`src/rtl/wmst_burst_arbiter.sv`:
```
// Round-robin arbiter sharing one write-master command port and one beat stream between NUM_REQ burst producers.
// Optional watchdog: define WMST_ARB_TIMEOUT_EN to enable the XFER stall timeout (sticky timeout_err).
module wmst_burst_arbiter #(
    parameter int NUM_REQ    = 2,
    parameter int DATA_W     = 512,
    parameter int BEAT_BYTES = 64,
    parameter int TIMEOUT    = 4096
) (
    input  logic                      clk,
    input  logic                      rst_n,
    input  logic [NUM_REQ-1:0]        req_i,
    input  logic [NUM_REQ*64-1:0]     req_addr_i,
    input  logic [NUM_REQ*64-1:0]     req_size_i,
    output logic [NUM_REQ-1:0]        req_done_o,
    input  logic [NUM_REQ*DATA_W-1:0] s_tdata_i,
    input  logic [NUM_REQ-1:0]        s_valid_i,
    output logic [NUM_REQ-1:0]        s_ready_o,
    output logic                      m_wmst_req,
    output logic [63:0]               m_wmst_addr,
    output logic [63:0]               m_wmst_xfer_size,
    input  logic                      m_wmst_done,
    output logic [DATA_W-1:0]         m_tdata,
    output logic                      m_valid,
    input  logic                      m_ready,
    output logic [1:0]                grant_id,
    output logic                      busy,
    output logic                      timeout_err
);

    localparam int BEAT_SH = $clog2(BEAT_BYTES);

    typedef enum logic [1:0] {
        S_IDLE  = 2'd0,
        S_ISSUE = 2'd1,
        S_XFER  = 2'd2,
        S_DONE  = 2'd3
    } state_e;

    state_e             state_q, state_d;
    logic [NUM_REQ-1:0] pend_q, pend_d;
    logic [1:0]         grant_q, grant_d;
    logic [1:0]         ptr_q, ptr_d;
    logic [63:0]        addr_q, addr_d;
    logic [63:0]        size_q, size_d;
    logic [63:0]        beats_q, beats_d;
    logic [63:0]        sent_q, sent_d;

    logic               pick_found;
    logic [1:0]         pick_idx;
    logic [63:0]        pick_addr, pick_size, pick_beats;
    logic               g_valid, g_req;
    logic [DATA_W-1:0]  g_data;
    logic               room, beat;

`ifdef WMST_ARB_TIMEOUT_EN
    localparam int WD_W = $clog2(TIMEOUT + 1);
    logic [WD_W-1:0] wd_q, wd_d;
    logic            terr_q, terr_d;
`endif

    // First pending producer at or after the pointer, with wrap-around.
    always_comb begin
        int idx;
        idx        = 0;
        pick_found = 1'b0;
        pick_idx   = '0;
        for (int i = 0; i < NUM_REQ; i++) begin
            idx = int'(ptr_q) + i;
            if (idx >= NUM_REQ) idx = idx - NUM_REQ;
            for (int k = 0; k < NUM_REQ; k++) begin
                if (!pick_found && idx == k && pend_q[k]) begin
                    pick_found = 1'b1;
                    pick_idx   = 2'(k);
                end
            end
        end
    end

    always_comb begin
        pick_addr = '0;
        pick_size = '0;
        g_valid   = 1'b0;
        g_req     = 1'b0;
        g_data    = '0;
        for (int k = 0; k < NUM_REQ; k++) begin
            if (pick_idx == 2'(k)) begin
                pick_addr = req_addr_i[64*k +: 64];
                pick_size = req_size_i[64*k +: 64];
            end
            if (grant_q == 2'(k)) begin
                g_valid = s_valid_i[k];
                g_req   = req_i[k];
                g_data  = s_tdata_i[DATA_W*k +: DATA_W];
            end
        end
    end

    assign pick_beats = (pick_size >> BEAT_SH)
                      + {63'd0, |(pick_size & 64'(BEAT_BYTES - 1))};

    // Stream handshake: a beat moves when m_valid && m_ready are both high on a rising
    // edge; both are gated by room so nothing past the burst length is accepted.
    assign room = (sent_q < beats_q);
    assign beat = (state_q == S_XFER) && g_valid && m_ready && room;

    always_comb begin
        state_d    = state_q;
        pend_d     = pend_q | req_i;
        grant_d    = grant_q;
        ptr_d      = ptr_q;
        addr_d     = addr_q;
        size_d     = size_q;
        beats_d    = beats_q;
        sent_d     = sent_q;
        m_wmst_req = 1'b0;
        req_done_o = '0;
        s_ready_o  = '0;
        m_valid    = 1'b0;
        m_tdata    = '0;
`ifdef WMST_ARB_TIMEOUT_EN
        wd_d       = '0;
        terr_d     = terr_q;
`endif
        case (state_q)
            S_IDLE: begin
                if (pick_found) begin
                    grant_d = pick_idx;
                    addr_d  = pick_addr;
                    size_d  = pick_size;
                    beats_d = pick_beats;
                    sent_d  = '0;
                    state_d = (pick_size == 64'd0) ? S_DONE : S_ISSUE;
                end
            end
            S_ISSUE: begin
                m_wmst_req = 1'b1;
                state_d    = m_wmst_done ? S_DONE : S_XFER;
            end
            S_XFER: begin
                m_valid = g_valid && room;
                m_tdata = g_data;
                for (int k = 0; k < NUM_REQ; k++) begin
                    if (grant_q == 2'(k)) s_ready_o[k] = m_ready && room;
                end
                if (beat) sent_d = sent_q + 64'd1;
                if (m_wmst_done) state_d = S_DONE;
`ifdef WMST_ARB_TIMEOUT_EN
                wd_d = beat ? '0 : wd_q + 1'b1;
                if (!beat && wd_q == WD_W'(TIMEOUT - 1)) begin
                    terr_d  = 1'b1;
                    state_d = S_DONE;
                end
`endif
            end
            S_DONE: begin
                // A re-request in this cycle keeps the producer armed for a later grant.
                for (int k = 0; k < NUM_REQ; k++) begin
                    if (grant_q == 2'(k)) begin
                        req_done_o[k] = 1'b1;
                        pend_d[k]     = g_req;
                    end
                end
                ptr_d   = (grant_q == 2'(NUM_REQ - 1)) ? 2'd0 : grant_q + 2'd1;
                sent_d  = '0;
                state_d = S_IDLE;
            end
            default: state_d = S_IDLE;
        endcase
    end

    always_ff @(posedge clk or negedge rst_n) begin
        if (!rst_n) begin
            state_q <= S_IDLE;
            pend_q  <= '0;
            grant_q <= '0;
            ptr_q   <= '0;
            addr_q  <= '0;
            size_q  <= '0;
            beats_q <= '0;
            sent_q  <= '0;
        end else begin
            state_q <= state_d;
            pend_q  <= pend_d;
            grant_q <= grant_d;
            ptr_q   <= ptr_d;
            addr_q  <= addr_d;
            size_q  <= size_d;
            beats_q <= beats_d;
            sent_q  <= sent_d;
        end
    end

`ifdef WMST_ARB_TIMEOUT_EN
    always_ff @(posedge clk or negedge rst_n) begin
        if (!rst_n) begin
            wd_q   <= '0;
            terr_q <= 1'b0;
        end else begin
            wd_q   <= wd_d;
            terr_q <= terr_d;
        end
    end

    assign timeout_err = terr_q;
`else
    assign timeout_err = 1'b0;
`endif

    assign m_wmst_addr      = addr_q;
    assign m_wmst_xfer_size = size_q;
    assign grant_id         = grant_q;
    assign busy             = (state_q != S_IDLE);

endmodule

```
`config.mk`:
```
export PLATFORM = sky130hd
export DESIGN_NAME = wmst_burst_arbiter
export DESIGN_NICKNAME = d
export VERILOG_FILES = /design/src/rtl/wmst_burst_arbiter.sv
export SDC_FILE = /design/constraint.sdc
export NUM_CORES = 1
export LEC_CHECK = 0
export ABC_CLOCK_PERIOD_IN_PS = 3200
export CORE_AREA = 2 2 762 764
export CTS_CLUSTER_SIZE = 28
export DETAILED_ROUTE_END_ITERATION = 7
export DIE_AREA = 0 0 764 766
export MAX_ROUTING_LAYER = met4
export SYNTH_ARGS = -nofsm -noshare
export SYNTH_HDL_FRONTEND = slang
export SYNTH_SLANG_ARGS = --single-unit
```
`constraint.sdc`:
```
create_clock -name clk -period 3.2 [get_ports clk]
set_input_delay 0.8 -clock clk [delete_from_list [all_inputs] [get_ports clk]]
set_output_delay 0.8 -clock clk [all_outputs]
set_load 0.05 [all_outputs]
```
== Yosys cells after proc, flatten, opt, wreduce, memory -nomap -nowiden ==
Cells that the tools add are included.
W data, S select, Z words.
Operators by class
  add/sub/neg operators: 6
  order comparisons: 3
  equality and inequality tests: 10
  muxes and demuxes: 39
  bitwise logic cells: 1
  reductions and logical operators: 27
Operators by type and width (count)
  $mux W512: 3
  $mux W64: 6
  $pmux W64 S3: 1
  $add A64 B1 Y64 const B: 1
  $eq A32 B2 Y1 const B: 2
  $logic_not A32 Y1: 2
  $logic_not A64 Y1: 1
  $lt A64 B64 Y1: 1
  $mux W32: 2
  $add A58 B1 Y59: 1
  $mux W1: 18
  $mux W2: 8
  $logic_and A1 B1 Y1: 12
  $pmux W2 S4: 1
  $eq A2 B1 Y1 const B: 3
  $logic_not A2 Y1: 3
  $ne A2 B2 Y1 const B: 3
  $reduce_or A6 Y1: 1
  $eq A2 B2 Y1 const B: 2
  $reduce_and A2 Y1: 2
  $sub A3 B2 Y4 const B: 1
  $add A2 B1 Y3 const B: 1
  $ge A3 B2 Y1 const B: 1
  $logic_not A1 Y1: 3
  other kinds (7): 7
Storage, ports and cells
  flip-flop bits (word level): 264
  bits of input ports: 1288
  output and inout port bits: 650
  logic and storage cells: 94

== Depth between registers and ports, before layout ==
  word-level depth: 24
  mapped depth: 15
  mapped depth without buffers: 12

== Least setup slack after synthesis ==
OpenSTA, ideal clock, no wires.
  kind: reg2out
  start: register sent_q[63]
  end: output port s_ready_o[0]
  data arrival time: 3.108 ns
  data required time: 2.400 ns
  setup slack: -0.708 ns
  cell stages (with the launch flop): 7
  buffers on the path: 0
  cells stage by stage: dfrtp_1 > or4_4 > or4b_4 > a31o_4 > nor3_1 > nand3_1 > nor3b_1
Between the ends
  longest elaborated chain between the ends: 4
RTL lines
  start: declaration: line 46  | logic [63:0] sent_q, sent_d;
  start signal: assignment: line 189  | sent_q <= sent_d;
  $lt A64 B64 Y1: line 103  | assign room = (sent_q < beats_q);
  $logic_and A1 B1 Y1: line 143  | if (grant_q == 2'(k)) s_ready_o[k] = m_ready && room;
  $mux W1: line 143
  $mux W2: line 124  | case (state_q)
  end: declaration: line 17  | output logic [NUM_REQ-1:0] s_ready_o,
No other way between the ends.

== Worst setup path after layout ==
  start: register sent_q[61]
  end: output port s_ready_o[0]
Same word-level chain as after synthesis.

==> results.txt <==
Across all layers, the routed design uses 38700 vias. The power per cell area came out at 872 nW/um^2. Setup slack on the critical path of the routed design comes to -790 ps. The share of async-settable or async-resettable flops after synthesis is 100%. The HPWL reported at the end of detailed placement came out at 532 mm.

The H-tree depth reported by CTS came out at 1. For this block, the routed nets add up to 590 mm of wire. The width of the chip is 764 microns. The post-route setup TNS came out at -148170 ps. The number of distinct library cells after synthesis is 74.

The worst slack at placement came out at -1170 ps. The dominant synthesized flop cell is sky130_fd_sc_hd__dfrtp_1. The overall die area came out at 585000 sq um.

The register bit count reported by yosys came out at 257. Of the available clock period, the critical path in the final layout requires 125%. The clock reaches the later pin of the worst-skew pair after 630 ps. The worst slew margin relative to its limit came out at 41.1%.

The core occupancy in the finished layout came out at 13.2%. The per-cell via count in the routed design came out at 2.77. The post-route clock skew came out at 22.7 ps. The number of fill cells in the layout came out at 65500. The static power due to leakage is 27.8 nW.

The arrival time at the worst endpoint is 3190 ps. The flow ran to the end, but the final reports show violations. The largest buffer count on any clock path is 3. The count of standard-cell rows is 279. TritonCTS built the clock tree. The number of buffers inserted by port buffering came out at 1935. The number of remaining DRC errors is 0.

The max-capacitance violation count is 0. The number of enable-type register cells in the synthesized netlist came out at 0. The initial utilization of the core area, before any placement, comes to 4.14%.

The pin slew with the least headroom to its limit came out at 880 ps. The detail-routed net length per standard cell is 42.3 microns. The tree is rooted in a sky130_fd_sc_hd__clkbuf_16.

The total power came out at 0.0664 W. The synthesized netlist cell count came out at 2932. Setup violations remaining at the end of the flow were counted as 515. The number of slew-limit violations in the final report is 0.

The violation count after the first detailed-route iteration came out at 3626. The kind of capture point of the worst setup path is a primary output. The worst setup path is of the reg -> out kind.

The register clock-pin slew on the reported worst setup and hold paths came out at 70 ps. The die outline height came out at 766 microns. The final weighted congestion of routability-driven global placement is 1.11. The area after detailed placement is 64800 sq um. The minimum clock period came out at 3990 ps. The startpoint class of the critical path is a register.

The first-pass iteration count of the detailed router came out at 5. Among all cell types in the netlist, the one instantiated most often is sky130_fd_sc_hd__mux2i_1. The clock buffer count from CTS came out at 28.

The overflow left after global routing came out at 0. Of all nets on the critical path, the largest fanout is 3. The global-route wire length before repair came out at 665 mm. The number of global-route vias before repair is 35700. In this run the remaining antenna-violating nets after routing total 0.

The largest net degree at the start of global routing is 89. The number of antenna violations at the first check in global routing was 558. The mapped cell area came out at 23900 sq um. After synthesis, the cell types taking the most area are sky130_fd_sc_hd__dfrtp_1, sky130_fd_sc_hd__mux2i_1, sky130_fd_sc_hd__nor2b_1. The checks that failed: setup timing.

The number of warning messages in the yosys log is 0. Compared with the post-synthesis result, the final layout area differs by 219%. The global router's overall resource usage came out at 19.8%. Setup repair after global routing could not meet its margin everywhere. The proportion of synthesized chip area in sequential cells came out at 26.9%. The final layout contains 6918 nets. The area of all placed cells without fillers came out at 76200 sq um. Buffers inserted to repair hold after CTS numbered 0. The number of top-level design ports is 1938. The mean post-synth cell area came out at 8.15 sq um. The sink count of the clock tree is 257. Counting instances in the post-synthesis netlist gives the leading cell types as sky130_fd_sc_hd__mux2i_1, sky130_fd_sc_hd__nor2b_1, sky130_fd_sc_hd__nand2_1. The final number of hold-violating endpoints came to 0. Static timing analysis puts the maximum clock frequency at 0.251 GHz. The required time reported for the critical path endpoint came out at 2400 ps. The area fraction of the dominant cell type after synthesis came out at 26.9%. The path class of the tightest hold or removal check is in -> async. The region available for standard cell placement spans 576000 sq um. The cell type with the highest aggregate area in the netlist is sky130_fd_sc_hd__dfrtp_1. The fraction of layout instances using a drive strength above 1 came out at 39.7%. The highest ir drop seen on vdd came out at 0.507 mV.
cells by family (layout without fill, tap and decap cells):
family	after synthesis	in the layout	synth area share [%]
AOI/OAI and AO/OA	426	426	10.6
xor gates and xnor gates	39	39	1.43
adders and majority gates	66	66	3.46
buffers and inverters	298	2951	4.85
DFF	257	257	26.9
muxes	559	559	23.5
other	1	643	0.0157
and+or+nand+nor	1286	1286	29.2
stage by stage:
stage                     hold slack [ps]  instances
after global placement                466      13000
final                                85.5      14000
after global routing                 95.2      13900
after detailed placement              468      13000
after CTS                            89.4      13300
after floorplan                       447       2933
final cells by class:
type	instances	area, sq um	area share [%]
clock inverter	16	224	0.294
tap	7727	9670	12.7
sequential	257	6440	8.45
multi-input combinational	2378	21300	28.0
inverter	79	297	0.389
antenna	641	1600	2.11
clock buffer	36	771	1.01
timing repair buffer	2820	35900	47.1
registers in the layout, summed over array words and instances (netlist names):
register and cells:
m_wmst_xfer_size 64, sent_q 64, ptr_q 1, state_q 2
pend_q 2, beats_q 59, grant_id 1, m_wmst_addr 64
per-layer routing:
layer / global-route usage [%] / up-vias / part of all wire (%)
met5: - / - / 0
met1: 23.7 / 18900 / 43
met4: 5.01 / 0 / 3.8
met3: 9.45 / 757 / 11
li1: - / 16400 / -
met2: 29.6 / 2697 / 43
cells in the final DEF (no fill, tap or decap), types with 12 or more instances in the layout:
cell type and instances:
sky130_fd_sc_hd__nor2b_2 14, sky130_fd_sc_hd__o21ai_0 164, sky130_fd_sc_hd__buf_16 99, sky130_fd_sc_hd__clkbuf_16 54
sky130_fd_sc_hd__a21oi_1 80, sky130_fd_sc_hd__buf_4 554, sky130_fd_sc_hd__and3_1 29, sky130_fd_sc_hd__nand3_1 62
sky130_fd_sc_hd__dfrtp_1 255, sky130_fd_sc_hd__nor4_1 25, sky130_fd_sc_hd__nor3_1 21, sky130_fd_sc_hd__buf_6 72
sky130_fd_sc_hd__nor2_1 118, sky130_fd_sc_hd__and2_1 28, sky130_fd_sc_hd__xor2_1 22, sky130_fd_sc_hd__clkdlybuf4s50_1 1357
sky130_fd_sc_hd__buf_8 53, sky130_fd_sc_hd__nand4_1 44, sky130_fd_sc_hd__buf_12 654, sky130_fd_sc_hd__diode_2 641
sky130_fd_sc_hd__xnor2_1 17, sky130_fd_sc_hd__nor2b_4 498, sky130_fd_sc_hd__inv_1 77, sky130_fd_sc_hd__o31ai_1 12
sky130_fd_sc_hd__or3_1 49, sky130_fd_sc_hd__nand2_1 323, sky130_fd_sc_hd__a31oi_1 81, sky130_fd_sc_hd__mux2i_2 89
sky130_fd_sc_hd__mux2i_4 47, sky130_fd_sc_hd__mux2i_1 418, sky130_fd_sc_hd__ha_1 63
power breakdown:
group	internal (W)	switching [W]
clock network	0.00211	0.00169
logic	0.0254	0.0319
registers	0.00449	0.000779
total	0.0321	0.0343
worst max-delay path: stages, from the launching register on:
cell and delay [ps]:
sky130_fd_sc_hd__dfrtp_1 370, sky130_fd_sc_hd__or4_4 570, sky130_fd_sc_hd__or4b_4 500, sky130_fd_sc_hd__a31o_4 230, sky130_fd_sc_hd__nor3_4 150, sky130_fd_sc_hd__nand3_2 120, sky130_fd_sc_hd__buf_12 170, sky130_fd_sc_hd__nor3b_2 170
sky130_fd_sc_hd__buf_4 140, sky130_fd_sc_hd__buf_12 130
what timing repair did:
item / CTS / global route
cloned: 78 / 34
resized for setup: 686 / 463
setup endpoints to repair: 551 / 591
pin swaps: 11 / 12
setup buffers: 125 / 46
hold endpoints to repair: 0 / 0
final timing paths:
| check | startpoint | endpoint | slack, ps | depth (start not counted) |
|---|---|---|---|---|
| min in group clk | m_wmst_xfer_size[44] | m_wmst_xfer_size[44] | 480 | 1 |
| worst min register to register | m_wmst_xfer_size[44] | m_wmst_xfer_size[44] | 480 | 1 |
| worst max register to register | sent_q[61] | sent_q[18] | 130 | 9 |
| max in group asynchronous | rst_n | pend_q[1] | 2320 | 2 |
| worst max-delay path | sent_q[61] | s_ready_o[0] | -790 | 9 |
| worst min-delay path | rst_n | m_wmst_xfer_size[34] | 90 | 1 |
Note: power is estimated with default switching activity, not from simulation.
